===== src/rtl/keyboard_note_decoder.sv =====
// PS/2 scan-byte decoder for a one-octave-and-a-bit piano keyboard: tracks
// make/break/extended prefixes, the held note key and an adjustable octave.
module keyboard_note_decoder #(
   parameter logic [2:0]  DEFAULT_OCTAVE = 3'd4,
   parameter logic [25:0] TIMEOUT_CYCLES = 26'd50000000
) (
   input  logic       clk,
   input  logic       reset,
   input  logic       scan_valid,
   input  logic [7:0] scan_code,
   output logic       note_in,
   output logic [3:0] note,
   output logic [2:0] octave,
   output logic       key_held,
   output logic [2:0] cur_octave,
   output logic [1:0] dbg_state_o
);

   localparam logic [1:0] ST_IDLE      = 2'd0;
   localparam logic [1:0] ST_BREAK     = 2'd1;
   localparam logic [1:0] ST_EXT       = 2'd2;
   localparam logic [1:0] ST_EXT_BREAK = 2'd3;

   localparam logic [7:0] CODE_BREAK = 8'hF0;
   localparam logic [7:0] CODE_EXT   = 8'hE0;
   localparam logic [7:0] CODE_Z     = 8'h1A;
   localparam logic [7:0] CODE_X     = 8'h22;
   localparam logic [7:0] CODE_HIGHC = 8'h42;

   logic [1:0]  state_q, state_d;
   logic [25:0] cnt_q, cnt_d;
   logic        note_in_q, note_in_d;
   logic [3:0]  note_q, note_d;
   logic [2:0]  octave_q, octave_d;
   logic        key_held_q, key_held_d;
   logic [7:0]  held_q, held_d;
   logic [2:0]  cur_oct_q, cur_oct_d;

   logic        is_note;
   logic [3:0]  note_idx;
   logic        is_repeat;

   always_comb begin
      is_note  = 1'b1;
      note_idx = 4'd0;
      case (scan_code)
         8'h1C:   note_idx = 4'd0;
         8'h1D:   note_idx = 4'd1;
         8'h1B:   note_idx = 4'd2;
         8'h24:   note_idx = 4'd3;
         8'h23:   note_idx = 4'd4;
         8'h2B:   note_idx = 4'd5;
         8'h2C:   note_idx = 4'd6;
         8'h34:   note_idx = 4'd7;
         8'h35:   note_idx = 4'd8;
         8'h33:   note_idx = 4'd9;
         8'h3C:   note_idx = 4'd10;
         8'h3B:   note_idx = 4'd11;
         8'h42:   note_idx = 4'd0;
         default: is_note  = 1'b0;
      endcase
   end

   assign is_repeat = key_held_q && (scan_code == held_q);

   always_comb begin
      state_d    = state_q;
      cnt_d      = cnt_q;
      note_in_d  = 1'b0;
      note_d     = note_q;
      octave_d   = octave_q;
      key_held_d = key_held_q;
      held_d     = held_q;
      cur_oct_d  = cur_oct_q;

      if (scan_valid) begin
         cnt_d = 26'd0;
         case (state_q)
            ST_IDLE: begin
               if (scan_code == CODE_BREAK) begin
                  state_d = ST_BREAK;
               end else if (scan_code == CODE_EXT) begin
                  state_d = ST_EXT;
               end else if (scan_code == CODE_Z) begin
                  if (cur_oct_q != 3'd0) cur_oct_d = cur_oct_q - 3'd1;
               end else if (scan_code == CODE_X) begin
                  if (cur_oct_q != 3'd7) cur_oct_d = cur_oct_q + 3'd1;
               // A make arriving while a pulse is still high is dropped so
               // note_in can never stay high for two cycles in a row.
               end else if (is_note && !is_repeat && !note_in_q) begin
                  note_in_d  = 1'b1;
                  note_d     = note_idx;
                  key_held_d = 1'b1;
                  held_d     = scan_code;
                  if (scan_code == CODE_HIGHC && cur_oct_q != 3'd7)
                     octave_d = cur_oct_q + 3'd1;
                  else
                     octave_d = cur_oct_q;
               end
            end
            ST_BREAK: begin
               state_d = ST_IDLE;
               if (is_repeat) key_held_d = 1'b0;
            end
            ST_EXT: begin
               state_d = (scan_code == CODE_BREAK) ? ST_EXT_BREAK : ST_IDLE;
            end
            default: begin
               state_d = ST_IDLE;
            end
         endcase
      end else if (state_q != ST_IDLE) begin
         if ((cnt_q + 26'd1) >= TIMEOUT_CYCLES) begin
            state_d = ST_IDLE;
            cnt_d   = 26'd0;
         end else begin
            cnt_d = cnt_q + 26'd1;
         end
      end else begin
         cnt_d = 26'd0;
      end
   end

   always_ff @(posedge clk or negedge reset) begin
      if (!reset) begin
         state_q    <= ST_IDLE;
         cnt_q      <= 26'd0;
         note_in_q  <= 1'b0;
         note_q     <= 4'd0;
         octave_q   <= DEFAULT_OCTAVE;
         key_held_q <= 1'b0;
         held_q     <= 8'h00;
         cur_oct_q  <= DEFAULT_OCTAVE;
      end else begin
         state_q    <= state_d;
         cnt_q      <= cnt_d;
         note_in_q  <= note_in_d;
         note_q     <= note_d;
         octave_q   <= octave_d;
         key_held_q <= key_held_d;
         held_q     <= held_d;
         cur_oct_q  <= cur_oct_d;
      end
   end

   assign note_in     = note_in_q;
   assign note        = note_q;
   assign octave      = octave_q;
   assign key_held    = key_held_q;
   assign cur_octave  = cur_oct_q;
   assign dbg_state_o = state_q;

endmodule

===== config.mk =====
export PLATFORM = sky130hd
export DESIGN_NAME = keyboard_note_decoder
export DESIGN_NICKNAME = d
export VERILOG_FILES = /design/src/rtl/keyboard_note_decoder.sv
export SDC_FILE = /design/constraint.sdc
export NUM_CORES = 1
export LEC_CHECK = 0
export BUFFER_PORTS_ARGS = -buffer_cell sky130_fd_sc_hd__buf_4
export CAP_MARGIN = 20
export CELL_PAD_IN_SITES_DETAIL_PLACEMENT = 2
export CELL_PAD_IN_SITES_GLOBAL_PLACEMENT = 2
export CORE_MARGIN = 1
export CORE_UTILIZATION = 30
export CTS_BUF_LIST = sky130_fd_sc_hd__clkbuf_8
export CTS_CLUSTER_SIZE = 12
export DETAILED_ROUTE_END_ITERATION = 7
export HOLD_SLACK_MARGIN = 0.06
export MAX_ROUTING_LAYER = met4
export PLACE_DENSITY = 0.66
export RECOVER_POWER = 25
export SYNTH_ARGS = -nofsm -noshare
export SYNTH_HDL_FRONTEND = slang
export SYNTH_SLANG_ARGS = --single-unit
export TNS_END_PERCENT = 20

===== constraint.sdc =====
create_clock -name clk -period 2.5 [get_ports clk]
set_clock_uncertainty 0.1 [all_clocks]
set_input_delay 0.375 -clock clk [delete_from_list [all_inputs] [get_ports clk]]
set_output_delay 0.375 -clock clk [all_outputs]
set_load 0.005 [all_outputs]

==> flow_summary_export.csv, run 1 <==
group,metric,value,unit
outcome,outcome,"finished, violations left",
outcome,violations,"setup timing",
final_layout,nets,446,
place,io_buffers,24,
sta,hold_viol,0,
floorplanning,fp-row-count,37,
pwr,switchingPower,463,uW
synthesis,synth_common_cells,"dfrtp_1, nand3_1, nand2_1",
pwr,p_int,1260,uW
synthesis,ys_seq_area_frac,0.375,
global_route,grt_busiest_layer,"met2",
pwr,clock_power_share,0.342,
setup_path,start_kind,"register",
clocking,clk_pin_slew_worst_paths,0.10,ns
sta,finalSetupViolCount,6,
final_layout,fillers,1135,
sta,rsz0062_at_grt,"yes",
final_layout,fin_util,0.414,
synthesis,synth_area_leader_cell,"dfrtp_1",
setup_path,cp_max_fo,8,
global_route,grt_util_met2,0.361,
pwr,p_sw_frac,0.268,
sta,min_period,2.52,ns
global_route,overflow,0,
route,vias,2966,
setup_path,critPathMaxStageDelay,0.46,ns
synthesis,syn_inst,346,
synthesis,yosys_most_used_dff,"dfrtp_1",
floorplanning,ios,25,
pwr,p_comb_frac,0.148,
setup_path,cp.arrival,2.62,ns
run,cap_violations,0,
route,drc,0,
global_route,grt_pass1_wl,17500,um
final_layout,drive_above_1_share,0.394,
clocking,clk_latency,0.32,ns
sta,period_share,1.01,
route,drt_pass1_iterations,4,
sta,fin_setup_tns,-0.0562,ns
setup_path,crit_buf_inv,2,
route,viasPerCell,5.23,
sta,layout_setup_ws,-0.0204,ns
route,dr.first_iter.drc_count,81,
synthesis,synth-edff-count,0,
global_route,grt_pass1_vias,3255,
pwr,ir_worst_vdd,0.231,mV
route,routedWlPerCell,19.0,um
pwr,power_frac_seq,0.510,
sta,tightest_slew,1.29,ns
clocking,cts_htree_levels,2,
setup_path,end_kind,"register",
synthesis,synthArstFlopShare,1.00,
pwr,leakage,0.00187,uW
floorplanning,core-area,10300,sq um
synthesis,yosysWarnings,0,
final_layout,area_growth,33.2,%
global_route,met3_usage,0.0297,
setup_path,path_class,"reg2reg",
synthesis,synth_fp_nets,362,
clocking,cts_tree,"yes",
sta,fmax,397,MHz
final_layout,n_antenna_cell,0,
setup_path,cp_slowest_cell,"or4_4",
sta,maxSlewViolCount,0,
clocking,cts.sinks,48,
route,final_antenna_net_count,0,
global_route,antenna_found_initial,0,
global_route,track_usage,0.208,
floorplanning,start_util,0.311,
synthesis,synth_area_leaders,"dfrtp_1, nand3_1, xnor2_1",
place,gp_congestion,0.827,
route,routed_wirelength,10800,um
clocking,ctsLongestPathBuffers,2,
synthesis,synth-seq-cells,48,
setup_path,cp_data_required_time,2.60,ns
hold_path,holdCritPathClass,"in2reg",
sta,slew_headroom,0.140,
pwr,power_density,403,nW/um^2
global_route,use_met1,0.248,
synthesis,netlist_area,3210,sq um
place,hpwl,7340,um
floorplanning,die_w,105,um
place,pre_cts_slack,-0.142,ns
setup_path,reg2reg_slack,-0.02,ns
clocking,clockRootBuffer,"clkbuf_8",
floorplanning,die_area,11100,sq um
synthesis,synth.most_common_cell,"dfrtp_1",
global_route,grt_max_degree,49,
clocking,cts_buffers,5,
synthesis,ys_types,58,
synthesis,synth_top_area_share,0.359,
setup_path,worstPathCellList,"ha_4, and2_4, or4_4, a21o_1, o21ai_2, a31oi_4, a211oi_4, buf_6, buf_16, nor4b_2",
setup_path,critPathTopFamily,"compound AO/OA/AOI/OAI gates",
synthesis,postSynthAreaPerCell,9.27,sq um
floorplanning,die_y,105,um
-- layout by cell type, fill, tap and decap left out, types with 3 or more instances in the layout --
master	instances
mux2_1	3
nor2_2	20
o21ai_0	7
nand3_1	37
nor2_1	22
buf_4	83
nand2b_1	6
nand2_1	25
xnor2_1	20
inv_1	11
xor2_1	17
clkbuf_8	5
nor4_1	7
nor3_1	7
a21oi_1	10
ha_1	4
buf_6	8
dfrtp_1	45
mux2_2	12
nand4_1	12
-- stage by stage --
stage | power (uW) | std cells | cell area (sq um) | hold slack, ns
floorplan | 1030 | 346 | 3220 | -0.0206
global placement | 1140 | 547 | 3870 | 0.350
detailed placement | 1150 | 547 | 3870 | 0.362
CTS | 1760 | 562 | 4160 | 0.236
global route | 1810 | 567 | 4270 | 0.247
finish | 1720 | 567 | 4270 | 0.252
-- metal layers --
| layer | vias to the layer above | part of all wire |
|---|---|---|
| li1 | 1396 | - |
| met1 | 1515 | 0.43 |
| met2 | 40 | 0.52 |
| met3 | 15 | 0.027 |
| met4 | 0 | 0.021 |
| met5 | - | 0 |
-- area by class of cell --
| type | count | area (sq um) | area share |
|---|---|---|---|
| clock buffers | 5 | 68.8 | 0.0161 |
| clock inverters | 3 | 38.8 | 0.00907 |
| inverters | 10 | 37.5 | 0.00878 |
| multi-input cells | 270 | 1980 | 0.463 |
| flip-flops and latches | 48 | 1200 | 0.282 |
| well taps | 136 | 170 | 0.0398 |
| repair buffers | 95 | 776 | 0.181 |
-- cell families (layout without fill, tap and decap cells) --
family,after synthesis,after routing,synth area share
buf+inv,28,113,0.0577
simple gates,168,168,0.298
flops,48,48,0.375
xor+xnor,38,38,0.104
compound gates,43,43,0.0905
mux,16,16,0.0558
fa+ha+maj,5,5,0.0195
-- state kept, by name (all words and copies together) (netlist names) --
| signal | flops |
|---|---|
| cnt_q | 26 |
| held_q | 8 |
| note | 4 |
| cur_octave | 3 |
| octave | 3 |
| dbg_state_o | 2 |
| key_held | 1 |
| note_in | 1 |
-- timing repair --
item / in CTS / in global routing
endpoints found under the hold margin: 46 / 0
setup buffers: 5 / 5
gates resized for setup: 23 / 17
pin swaps: 6 / 7
hold buffers: 1 / 0
gates cloned: 1 / 0
setup endpoints to repair: 25 / 27
-- power groups by stage --
stage          Sequential (uW)  Clock [uW]  Combinational (uW)
3_5_place_dp               893           0                 260
2_1_floorplan              885           0                 142
6_report                   878         589                 256
5_1_grt                    889         634                 285
3_3_place_gp               888           0                 248
4_1_cts                    879         615                 262
-- worst paths after layout --
check | from | endpoint | cells after the start
min in group asynchronous | reset | cnt_q[11] | 2
setup / recovery | cnt_q[0] | cnt_q[14] | 10
setup reg to reg | cnt_q[0] | cnt_q[14] | 10
hold / removal | scan_code[5] | held_q[5] | 2
max in group asynchronous | reset | cnt_q[0] | 2
hold reg to reg | note[3] | note[3] | 1
Power figures use the tool's default switching activity.
==> run 2, diff against run 1 <==
--- a/config.mk
+++ b/config.mk
@@ -9,15 +9,15 @@
 export CAP_MARGIN = 20
 export CELL_PAD_IN_SITES_DETAIL_PLACEMENT = 2
 export CELL_PAD_IN_SITES_GLOBAL_PLACEMENT = 2
-export CORE_MARGIN = 1
-export CORE_UTILIZATION = 30
+export CORE_UTILIZATION = 36
 export CTS_BUF_LIST = sky130_fd_sc_hd__clkbuf_8
 export CTS_CLUSTER_SIZE = 12
 export DETAILED_ROUTE_END_ITERATION = 7
 export HOLD_SLACK_MARGIN = 0.06
 export MAX_ROUTING_LAYER = met4
-export PLACE_DENSITY = 0.66
+export PLACE_DENSITY = 0.77
 export RECOVER_POWER = 25
+export SLEW_MARGIN = 10
 export SYNTH_ARGS = -nofsm -noshare
 export SYNTH_HDL_FRONTEND = slang
 export SYNTH_SLANG_ARGS = --single-unit
==> flow_summary_export.csv, run 2 (synthesis results as in run 1) <==
group,metric,value,unit
setup_path,cp_max_fo,10,
setup_path,cp_data_required_time,2.55,ns
hold_path,holdCritPathClass,"in2reg",
global_route,antenna_found_initial,0,
route,viasPerCell,5.79,
route,dr.first_iter.drc_count,133,
place,io_buffers,24,
final_layout,nets,437,
route,drc,0,
clocking,cts_htree_levels,2,
floorplanning,fp-row-count,34,
sta,min_period,2.96,ns
sta,slew_headroom,0.168,
floorplanning,ios,25,
sta,tightest_slew,1.25,ns
route,vias,3067,
clocking,cts_buffers,5,
sta,hold_viol,0,
final_layout,fillers,932,
sta,fmax,338,MHz
setup_path,start_kind,"register",
final_layout,mostFrequentLayoutCells,"buf_4, dfrtp_1, nand3_1, nand2_1, nor2_1",
outcome,outcome,"finished, violations left",
sta,layout_setup_ws,-0.462,ns
pwr,power,1720,uW
final_layout,layout_commonest_cell,"buf_4",
sta,period_share,1.18,
global_route,grt_max_degree,49,
pwr,ir_worst_vdd,0.220,mV
floorplanning,die_area,9290,sq um
global_route,track_usage,0.275,
global_route,overflow,0,
outcome,violations,"setup timing",
final_layout,area_growth,29.0,%
floorplanning,die_y,96.4,um
floorplanning,start_util,0.370,
run,cap_violations,0,
setup_path,cp.arrival,3.01,ns
clocking,cts.sinks,48,
setup_path,path_class,"reg2reg",
route,routedWlPerCell,23.0,um
pwr,leakage,0.00181,uW
clocking,clk_pin_slew_worst_paths,0.10,ns
clocking,cts_tree,"yes",
sta,rsz0062_at_grt,"yes",
place,gp_congestion,0.823,
floorplanning,core-area,8680,sq um
clocking,clk_latency,0.32,ns
route,final_antenna_net_count,0,
final_layout,top_register,"cnt_q",
final_layout,drive_above_1_share,0.363,
route,routed_wirelength,12200,um
global_route,grt_pass1_wl,18400,um
sta,finalSetupViolCount,28,
floorplanning,die_w,96.4,um
clocking,ctsLongestPathBuffers,2,
setup_path,end_kind,"register",
route,drt_pass1_iterations,4,
final_layout,n_antenna_cell,0,
place,hpwl,7540,um
pwr,power_density,416,nW/um^2
global_route,grt_pass1_vias,3316,
sta,fin_setup_tns,-5.44,ns
final_layout,largest_reg_flops,26,
clocking,clockRootBuffer,"clkbuf_8",
sta,maxSlewViolCount,0,
==> run 2: layout make-up <==
cell class	instances	area, sq um	share of cell area
sequential	48	1200	0.291
clock buffer	5	68.8	0.0166
clock inverter	3	38.8	0.00937
tap	108	135	0.0326
inverter	10	37.5	0.00907
multi-input combinational	270	1940	0.470
timing repair buffer	86	711	0.172
==> run 2: timing repair <==
item | in CTS | in global routing
gates cloned | 1 | 0
hold endpoints to repair | 46 | 0
hold buffers | 1 | 0
pin swaps | 9 | 11
endpoints found under the setup margin | 27 | 28
gates resized for setup | 17 | 12
setup buffers | 7 | 4
==> run 2: final timing paths <==
| check | to | cells past startpoint | startpoint | slack, ns |
|---|---|---|---|---|
| setup / recovery | cnt_q[0] | 10 | cnt_q[1] | -0.46 |
| hold / removal | held_q[2] | 2 | scan_code[2] | 0.26 |
| setup reg to reg | cnt_q[0] | 10 | cnt_q[1] | -0.46 |
| hold reg to reg | note[3] | 1 | note[3] | 0.41 |
| max in group asynchronous | cnt_q[3] | 2 | reset | 0.78 |
| min in group asynchronous | cnt_q[15] | 2 | reset | 0.75 |
==> run 2: through the flow <==
step	cell area [sq um]	setup slack, ns	hold WS, ns	std cells	util
final	4140	-0.462	0.263	530	0.477
after global routing	4140	-0.503	0.259	530	0.477
after CTS	4060	-0.0585	0.256	526	0.467
after detailed placement	3800	-0.152	0.352	509	0.438
after global placement	3800	-0.162	0.347	509	0.438
after floorplan	3220	0.00814	-0.0206	346	-
==> run 2: report_power, final <==
group	internal (uW)	switching (uW)	leakage [uW]	total, uW
combinational	131	129	0.00111	260
clock	294	291	0.0000593	585
sequential	835	43.2	0.000642	879
total	1260	464	0.00181	1720
==> run 2: per-layer routing <==
metal  part of all wire  global-route usage  vias to the layer above
met1               0.41               0.321                     1566
met2               0.53               0.489                       91
li1                   -                   -                     1380
met3              0.029              0.0368                       30
met5                  0                   -                        -
met4              0.030              0.0895                        0
==> run 2: worst max-delay path, stage by stage, from the launching register on <==
cell and delay [ns]:
dfrtp_1 0.43, buf_4 0.16, nand3_1 0.14, buf_4 0.23
nor2_1 0.23, xnor2_1 0.09, and3_2 0.21, o21ai_0 0.48
a211oi_4 0.12, buf_12 0.18, nor4b_1 0.42
